===== src/rtl/vc_elastic_pipe.sv =====
// vc_elastic_pipe: valid/ready register chain of p_nstages stages with bubble collapsing.
// Defining VC_ELASTIC_PIPE_FLUSH_EN adds a flush input that empties the chain at a clock edge.
module vc_elastic_pipe #(
   parameter int p_nbits = 32,
   parameter int p_nstages = 2,
   parameter logic [p_nbits-1:0] p_reset_value = '0
) (
   input  logic                               clk,
   input  logic                               reset,
`ifdef VC_ELASTIC_PIPE_FLUSH_EN
   input  logic                               flush,
`endif
   input  logic                               in_val,
   output logic                               in_rdy,
   input  logic [p_nbits-1:0]                 in_msg,
   output logic                               out_val,
   input  logic                               out_rdy,
   output logic [p_nbits-1:0]                 out_msg,
   output logic [$clog2(p_nstages+1)-1:0]     occupancy
);

   localparam int OccBits = $clog2(p_nstages+1);

   logic                 flushActive;
   logic [p_nstages-1:0] val;
   logic [p_nbits-1:0]   data  [p_nstages];
   logic [p_nstages-1:0] rdy;
   logic [p_nstages-1:0] upVal;
   logic [p_nbits-1:0]   upMsg [p_nstages];
   logic                 tailFull;

`ifdef VC_ELASTIC_PIPE_FLUSH_EN
   assign flushActive = flush;
`else
   assign flushActive = 1'b0;
`endif

   assign upVal[0] = in_val;
   assign upMsg[0] = in_msg;
   for (genvar i = 1; i < p_nstages; i++) begin : g_upstream
      assign upVal[i] = val[i-1];
      assign upMsg[i] = data[i-1];
   end

   // A stage can load unless it and every stage after it are full with the consumer stalled.
   always_comb begin
      tailFull = 1'b1;
      for (int i = 0; i < p_nstages; i++) begin
         tailFull = 1'b1;
         for (int j = i; j < p_nstages; j++) begin
            tailFull = tailFull & val[j];
         end
         rdy[i] = out_rdy | ~tailFull;
      end
   end

   always_comb begin
      occupancy = '0;
      for (int i = 0; i < p_nstages; i++) begin
         occupancy = occupancy + OccBits'(val[i]);
      end
   end

   assign in_rdy  = rdy[0] & ~flushActive;
   assign out_val = val[p_nstages-1] & ~flushActive;
   assign out_msg = data[p_nstages-1];

   // Data only moves when a valid message arrives, so an empty stage keeps its last value.
   always_ff @(posedge clk or posedge reset) begin
      if (reset) begin
         val <= '0;
         for (int i = 0; i < p_nstages; i++) begin
            data[i] <= p_reset_value;
         end
      end else if (flushActive) begin
         val <= '0;
      end else begin
         for (int i = 0; i < p_nstages; i++) begin
            if (rdy[i]) begin
               val[i] <= upVal[i];
               if (upVal[i]) begin
                  data[i] <= upMsg[i];
               end
            end
         end
      end
   end

endmodule


===== config.mk =====
export PLATFORM = sky130hd
export DESIGN_NAME = vc_elastic_pipe
export DESIGN_NICKNAME = d
export VERILOG_FILES = /design/src/rtl/vc_elastic_pipe.sv
export SDC_FILE = /design/constraint.sdc
export NUM_CORES = 1
export LEC_CHECK = 0
export CAP_MARGIN = 20
export CORE_ASPECT_RATIO = 1.75
export CORE_MARGIN = 2
export CORE_UTILIZATION = 45
export DETAILED_ROUTE_END_ITERATION = 10
export GPL_ROUTABILITY_DRIVEN = 0
export PLACE_DENSITY = 0.74
export SLEW_MARGIN = 20
export SYNTH_ARGS = -nofsm -noshare
export SYNTH_HDL_FRONTEND = slang
export SYNTH_SLANG_ARGS = --single-unit

===== constraint.sdc =====
create_clock -name clk -period 5.2 [get_ports clk]
set_clock_uncertainty 0.05 [all_clocks]
set_input_delay 0.52 -clock clk [delete_from_list [all_inputs] [get_ports clk]]
set_output_delay 0.52 -clock clk [all_outputs]
set_load 0.01 [all_outputs]

Word-level counts from Yosys, hierarchy flattened:

Index checks and enable logic that the tools add are counted.

* add/sub/neg operators: 1
* bitwise operators: 5
* reduce and logical (&&, ||, !) cells: 2

Operators by type and width (count)
* $reduce_and A2 Y1: 2
* $add A1 B1 Y2: 1
* $not A1 Y1: 2
* $or A1 B1 Y1: 2
* $and A1 B1 Y1: 1

* register bits after elaboration: 66
* input port bits: 36
* output and inout bits: 36
* logic and storage cells: 12

Logic depth before layout (Yosys ltp):

Gate-level depths: netlist (run 1).

* word-level depth: 4
* mapped depth: 5
* gate-level depth less buffers: 4

Worst setup path after synthesis (run 1):

Ideal clock, no wire load.

* kind: reg-to-reg
* start point: reg val[1]
* end point: reg data[32] (netlist bit)
* setup time: 0.125 ns
* arrival: 1.395 ns
* data required time: 5.025 ns
* slack: 3.630 ns
* cell stages (with the launch flop): 6
* path buffers: 1
* period minus slack after synthesis: 1.570 ns
* cells stage by stage: dfrtp_1 ha_1 nand2b_4 nand2_4 buf_6 mux2_4

* word-level cells in the longest chain between the ends: 4

RTL lines
* start: declaration: RTL line 25 `logic [p_nstages-1:0] val;`
* start signal: indexed assignment: RTL line 80 `val[i] <= upVal[i];`
* $and A1 B1 Y1: RTL line 51 `tailFull = tailFull & val[j];`
* $not A1 Y1: RTL line 53 `rdy[i] = out_rdy | ~tailFull;`
* $or A1 B1 Y1: RTL line 53
* via in_rdy: RTL line 14 `output logic in_rdy,`
* $reduce_and A2 Y1 (no line)
* end signal: indexed assignment: RTL line 73 `data[i] <= p_reset_value;`
* end signal: indexed assignment: RTL line 82 `data[i] <= upMsg[i];`
* end: declaration: RTL line 26 `logic [p_nbits-1:0] data [p_nstages];`

The timed path passes the listed nets, and every way through them passes these cells.
A chain may end at the register's enable or synchronous reset.

Worst setup path in the final report (run 1):

* start point: in out_rdy
* end point: out in_rdy

* word-level cells in the longest chain between the ends: 1

RTL lines
* start: declaration: RTL line 17 `input logic out_rdy,`
* $or A1 B1 Y1: RTL line 53
* end: declaration: RTL line 14

No other way between the ends.

==> flow_summary_export.csv, run 1 <==
group,metric,value,unit
run_status,status,"completed",
power_and_ir_drop,p_leak,1.646,nW
drt,route.vias.total,1424,
drt,drc_errors,0,
drt,avgViaCountPerCell,4.638,
floorplanning,die_area,7088,sq um
clock_tree,cts_tree,"yes",
clock_tree,post_cts_resized,0,
setup_path,critPathMaxStageDelay,0.54,ns
clock_tree,clk_path_buf_depth,2,
layout,utilization,59.35,%
setup_path,worst-endpoint-arrival,1.68,ns
power_and_ir_drop,peakVddDrop,0.0002432,V
drt,dr_wl_met3,169,microns
setup_path,slowest_stage,"clkdlybuf4s50_1",
timing,slew_violations,0,
setup_path,path_common_cell,"clkdlybuf4s50_1",
layout,multi_input_area,915.9,sq um
synth,ys_seq_area_share,57.29,%
global_routing,grt_pass1_wl,7258,microns
layout,drive_above_1_share,37.89,%
setup_path,cp_data_required_time,4.63,ns
clock_tree,cts.clk_slew.worst_paths,0.08,ns
min_path,hp-class,"flop to flop",
drt,drt_iter0_drc,33,
layout,regArea,1652,sq um
timing,finalCritPeriodShare,43.26,%
synth,ys_warn_count,0,
setup_path,crit_family,"buffers and inverters",
synth,ys_ff_latch,66,
timing,max_freq,0.4446,GHz
timing,hold_ws,0.4484,ns
global_routing,antenna_found_initial,0,
placement,io_buffers,71,
floorplanning,die_w,64.51,microns
floorplanning,initial_core_util,46.64,%
timing,tightest_slew,0.8035,ns
job,cap_violations,0,
clock_tree,ctsRootBufferMaster,"clkbuf_8",
setup_path,path_buf_inv,2,
setup_path,path_cells,"clkdlybuf4s50_1, nand2b_4, clkdlybuf4s50_1",
global_routing,grt_start_max_net_pins,67,
clock_tree,cts_max_level,3,
drt,routed.top_layer,"met4",
setup_path,cp-end-kind,"output port",
layout,area_growth,27.26,%
setup_path,worst-path-max-fanout,3,
drt,dr.pass1.iters,4,
global_routing,track_usage,14.10,%
power_and_ir_drop,p_per_area,459.7,nW/um^2
drt,final_antenna_net_count,0,
timing,maxSlewHeadroom,46.43,%
timing,fin_setup_tns,0,ns
layout,layout.nets,259,
placement,pre_cts_slack,2.950,ns
floorplanning,coreArea,6181,sq um
floorplanning,num_rows,38,
global_routing,grt_pass1_vias,1503,
synth,syn_area_per_cell,16.29,sq um
drt,avgRoutedWirePerCell,14.70,microns
synth,syn_area,2883,sq um
floorplanning,die_h,109.9,microns
synth,yosysUniqueCellTypes,11,
timing,final-hold-violation-count,0,
setup_path,path_class,"input pin to output port",
drt,wl_met1,1906,microns
drt,wl,4512,microns
global_routing,overflow,0,
layout,diodes,0,
synth,synthCells,177,
layout,nFillCells,513,
setup_path,cp-start-kind,"input pin",
clock_tree,cts_sinks,66,
floorplanning,io_pins,72,
timing,setup_viol,0,
clock_tree,numCtsBuffers,9,
timing,worst_slack,2.951,ns
timing,rsz0062_at_grt,"no",
timing,post-route-min-period,2.249,ns
clock_tree,insertion_delay,0.34,ns
synth,mappedNetlistNets,214,
placement,hpwl,2868,microns
clock_tree,cts_setup_buffers,0,
clock_tree,cts_hold_buf,0,
drt,wl_met2,2350,microns
[cells in the final DEF (no fill, tap or decap), types with 2 or more instances in the layout]
cell type	instances
nand2_4	2
nand2b_4	2
mux2_2	31
dfrtp_1	66
bufinv_16	4
clkinv_4	2
mux2_4	33
clkbuf_8	10
clkdlybuf4s50_1	71
[cell type report]
type	count	area share (%)
timing repair buffer	72	19.58
tap	80	2.729
clock buffer	10	3.752
multi-input combinational	71	24.97
clock inverter	6	3.752
sequential	66	45.02
inverter	2	0.2046
[cell usage after synthesis]
cell,count,share of area [%]
mux2_2,31,12
nand2_1,1,0.13
nand2b_4,2,0.95
o21ai_0,1,0.17
dfrtp_1,66,57
nand2_4,2,0.78
ha_1,1,0.43
inv_1,2,0.26
buf_4,32,8.3
mux2_4,33,17
buf_6,6,2.3
[routing by layer]
layer  up-vias  global-route usage, %
met1       726                  16.53
met5         -                      0
met4         0                  9.574
li1        657                      -
met2        37                  22.17
met3         4                  4.197
[power by group]
group | internal (mW) | switching, mW | total (mW) | leakage (nW)
Clock | 0.382 | 0.195 | 0.576 | 0.137
Combinational | 0.283 | 0.138 | 0.421 | 0.738
Sequential | 0.628 | 0.0616 | 0.690 | 0.772
Total | 1.29 | 0.394 | 1.69 | 1.65
[kinds of logic after synthesis]
logic type	count (synthesis)	synth area share [%]
fa+ha+maj	1	0.4340
buf+inv	40	10.94
compound gates	1	0.1734
simple gates	5	1.866
flops	66	57.29
mux	64	29.30
[sequential cells by signal, summed over array words and instances, names as in the netlist]
signal,flops
data,32
out_msg,32
val,2
[stage by stage]
| stage | instances | power (mW) | instance area, sq um |
|---|---|---|---|
| floorplan | 177 | 1.013 | 2883 |
| global placement | 291 | 1.116 | 3393 |
| detailed placement | 291 | 1.126 | 3393 |
| CTS | 307 | 1.712 | 3669 |
| global route | 307 | 1.767 | 3669 |
| finish | 307 | 1.687 | 3669 |
[path summary, 6_finish.rpt]
check	startpoint	depth (start not counted)	end	slack (ns)
hold reg to reg	data[37]	1	out_msg[5]	0.45
max in group asynchronous	reset	3	data[57]	3.88
min in group asynchronous	reset	3	out_msg[9]	0.67
setup / recovery	out_rdy	3	in_rdy	2.95
hold / removal	data[37]	1	out_msg[5]	0.45
setup reg to reg	val[1]	4	data[44]	3.39
Power figures use the tool's default switching activity.
==> inputs of run 2 (changes only) <==
- CORE_UTILIZATION: 45 -> 44
- PLACE_DENSITY: 0.74 -> 0.76
- clock period: 5.2 -> 2 ns (I/O delays scaled with it)
==> flow_summary_export.csv, run 2 (synthesis gave the netlist of run 1 again) <==
group,metric,value,unit
run_status,status,"completed",
power_and_ir_drop,power_frac_clock,31.9,%
timing,finalCritPeriodShare,95.54,%
timing,max_freq,0.5233,GHz
layout,area_growth,29.77,%
drt,drt_iter0_drc,99,
setup_path,reg2reg_to,"data[32]",
timing,post-route-min-period,1.911,ns
floorplanning,initial_core_util,44.76,%
drt,drc_errors,0,
layout,drive_above_1_share,37.66,%
clock_tree,numCtsBuffers,9,
setup_path,slowest_stage,"clkdlybuf4s50_1",
power_and_ir_drop,peakVddDrop,0.0005337,V
global_routing,overflow,0,
layout,nFillCells,547,
setup_path,cp_data_required_time,1.75,ns
global_routing,grt_pass1_vias,1532,
power_and_ir_drop,power_frac_comb,26.2,%
drt,dr.pass1.iters,4,
setup_path,r2r_start,"val[1]",
setup_path,path_buf_inv,1,
timing,hold_ws,0.2184,ns
power_and_ir_drop,internal-power,3.262,mW
clock_tree,cts.clk_slew.worst_paths,0.05,ns
clock_tree,cts_max_level,3,
power_and_ir_drop,swShare,24.03,%
clock_tree,clk_path_buf_depth,2,
layout,diodes,0,
clock_tree,cts_hold_buf,0,
setup_path,critPathMaxStageDelay,0.55,ns
setup_path,reg2reg_depth,5,
clock_tree,cts_sinks,66,
clock_tree,insertion_delay,0.32,ns
job,cap_violations,0,
clock_tree,cts_tree,"yes",
floorplanning,io_pins,72,
placement,hpwl,3329,microns
global_routing,grt_start_max_net_pins,67,
floorplanning,num_rows,39,
setup_path,path_class,"flop to output port",
drt,final_antenna_net_count,0,
floorplanning,die_area,7240,sq um
layout,layout.nets,263,
setup_path,worst-endpoint-arrival,1.66,ns
setup_path,r2r_slack,0.32,ns
setup_path,cp-start-kind,"flop",
global_routing,antenna_found_initial,0,
layout,utilization,58.08,%
drt,avgViaCountPerCell,4.671,
power_and_ir_drop,power_switching,1.032,mW
layout,final_cell_mix,"clkdlybuf4s50_1 (71), dfrtp_1 (66), mux2_4 (33)",
power_and_ir_drop,p_leak,1.681,nW
timing,final-hold-violation-count,0,
timing,slew_violations,0,
setup_path,crit_family,"buffers and inverters",
placement,io_buffers,71,
timing,fin_setup_tns,0,ns
floorplanning,coreArea,6441,sq um
power_and_ir_drop,p_per_area,1148,nW/um^2
setup_path,cp-end-kind,"output port",
timing,tightest_slew,0.3364,ns
global_routing,grt_pass1_wl,7817,microns
global_routing,track_usage,14.88,%
drt,route.vias.total,1462,
clock_tree,post_cts_resized,0,
setup_path,worst-path-max-fanout,3,
min_path,hp-class,"input pin to asynchronous set/reset pin",
drt,wl,4771,microns
clock_tree,ctsRootBufferMaster,"clkbuf_16",
floorplanning,die_h,111.1,microns
floorplanning,die_w,65.19,microns
timing,maxSlewHeadroom,77.57,%
power_and_ir_drop,seqPwrFrac,41.8,%
layout,final_common_cell,"clkdlybuf4s50_1",
timing,rsz0062_at_grt,"no",
setup_path,path_cells,"ha_1, nand2b_4, clkdlybuf4s50_1",
clock_tree,cts_setup_buffers,0,
drt,avgRoutedWirePerCell,15.24,microns
timing,setup_viol,0,
## run 2: area by class of cell
cell class / instances / area, sq um / share of cell area (%)
Inverter: 2 / 7.507 / 0.2007
Multi-Input combinational cell: 71 / 915.9 / 24.48
Tap cell: 82 / 102.6 / 2.742
Clock buffer: 13 / 250.2 / 6.689
Clock inverter: 3 / 15.01 / 0.4013
Timing Repair Buffer: 76 / 798.3 / 21.34
Sequential cell: 66 / 1652 / 44.15
## run 2: worst max path at each step
stage / startpoint / end / slack [ns] / cells past startpoint
final: val[1] / in_rdy / 0.09 / 3
after global routing: val[1] / in_rdy / 0.05 / 3
after CTS: val[1] / in_rdy / 0.07 / 3
after detailed placement: out_rdy / data[58] / 0.24 / 5
after global placement: out_rdy / data[53] / 0.29 / 5
after floorplan: reset / data[32] / 0.1 / 1
## run 2: per-stage QoR
stage                     area [sq um]  std cells  worst slack [ns]  power, mW
after floorplan                   2883        177           0.09519      2.634
after global placement            3476        297            0.2924      2.932
after detailed placement          3476        297            0.2384      2.966
after CTS                         3741        313           0.06836      4.367
after global routing              3741        313           0.04545      4.509
final                             3741        313           0.08911      4.293
## run 2: routing by layer
| metal | wire, microns | global-route usage, % | up-vias | part of all wire [%] |
|---|---|---|---|---|
| met4 | 148 | 9.167 | 0 | 3.1 |
| li1 | - | - | 665 | - |
| met2 | 2455 | 22.31 | 41 | 51 |
| met5 | 0 | 0 | - | 0 |
| met3 | 230 | 4.569 | 11 | 4.8 |
| met1 | 1937 | 18.45 | 745 | 41 |
## run 2: worst register-to-register path: stages, from the launching register on
cell and delay, ns:
dfrtp_1 0.42, ha_1 0.25, nand2b_4 0.08, nand2_4 0.24, buf_12 0.21, mux2_4 0.31
## run 2: power groups by stage
stage | sequential, mW | combinational (mW) | clock, mW
5_1_grt | 1.83 | 1.20 | 1.48
3_3_place_gp | 1.81 | 1.12 | 0
3_5_place_dp | 1.82 | 1.14 | 0
4_1_cts | 1.80 | 1.15 | 1.42
6_report | 1.80 | 1.13 | 1.37
2_1_floorplan | 1.77 | 0.868 | 0
==> inputs of run 3 (changes only) <==
- SKIP_CTS_REPAIR_TIMING: default -> 1
==> results of run 3 <==
The final DEF is identical to that of run 2; final timing and power are the same.
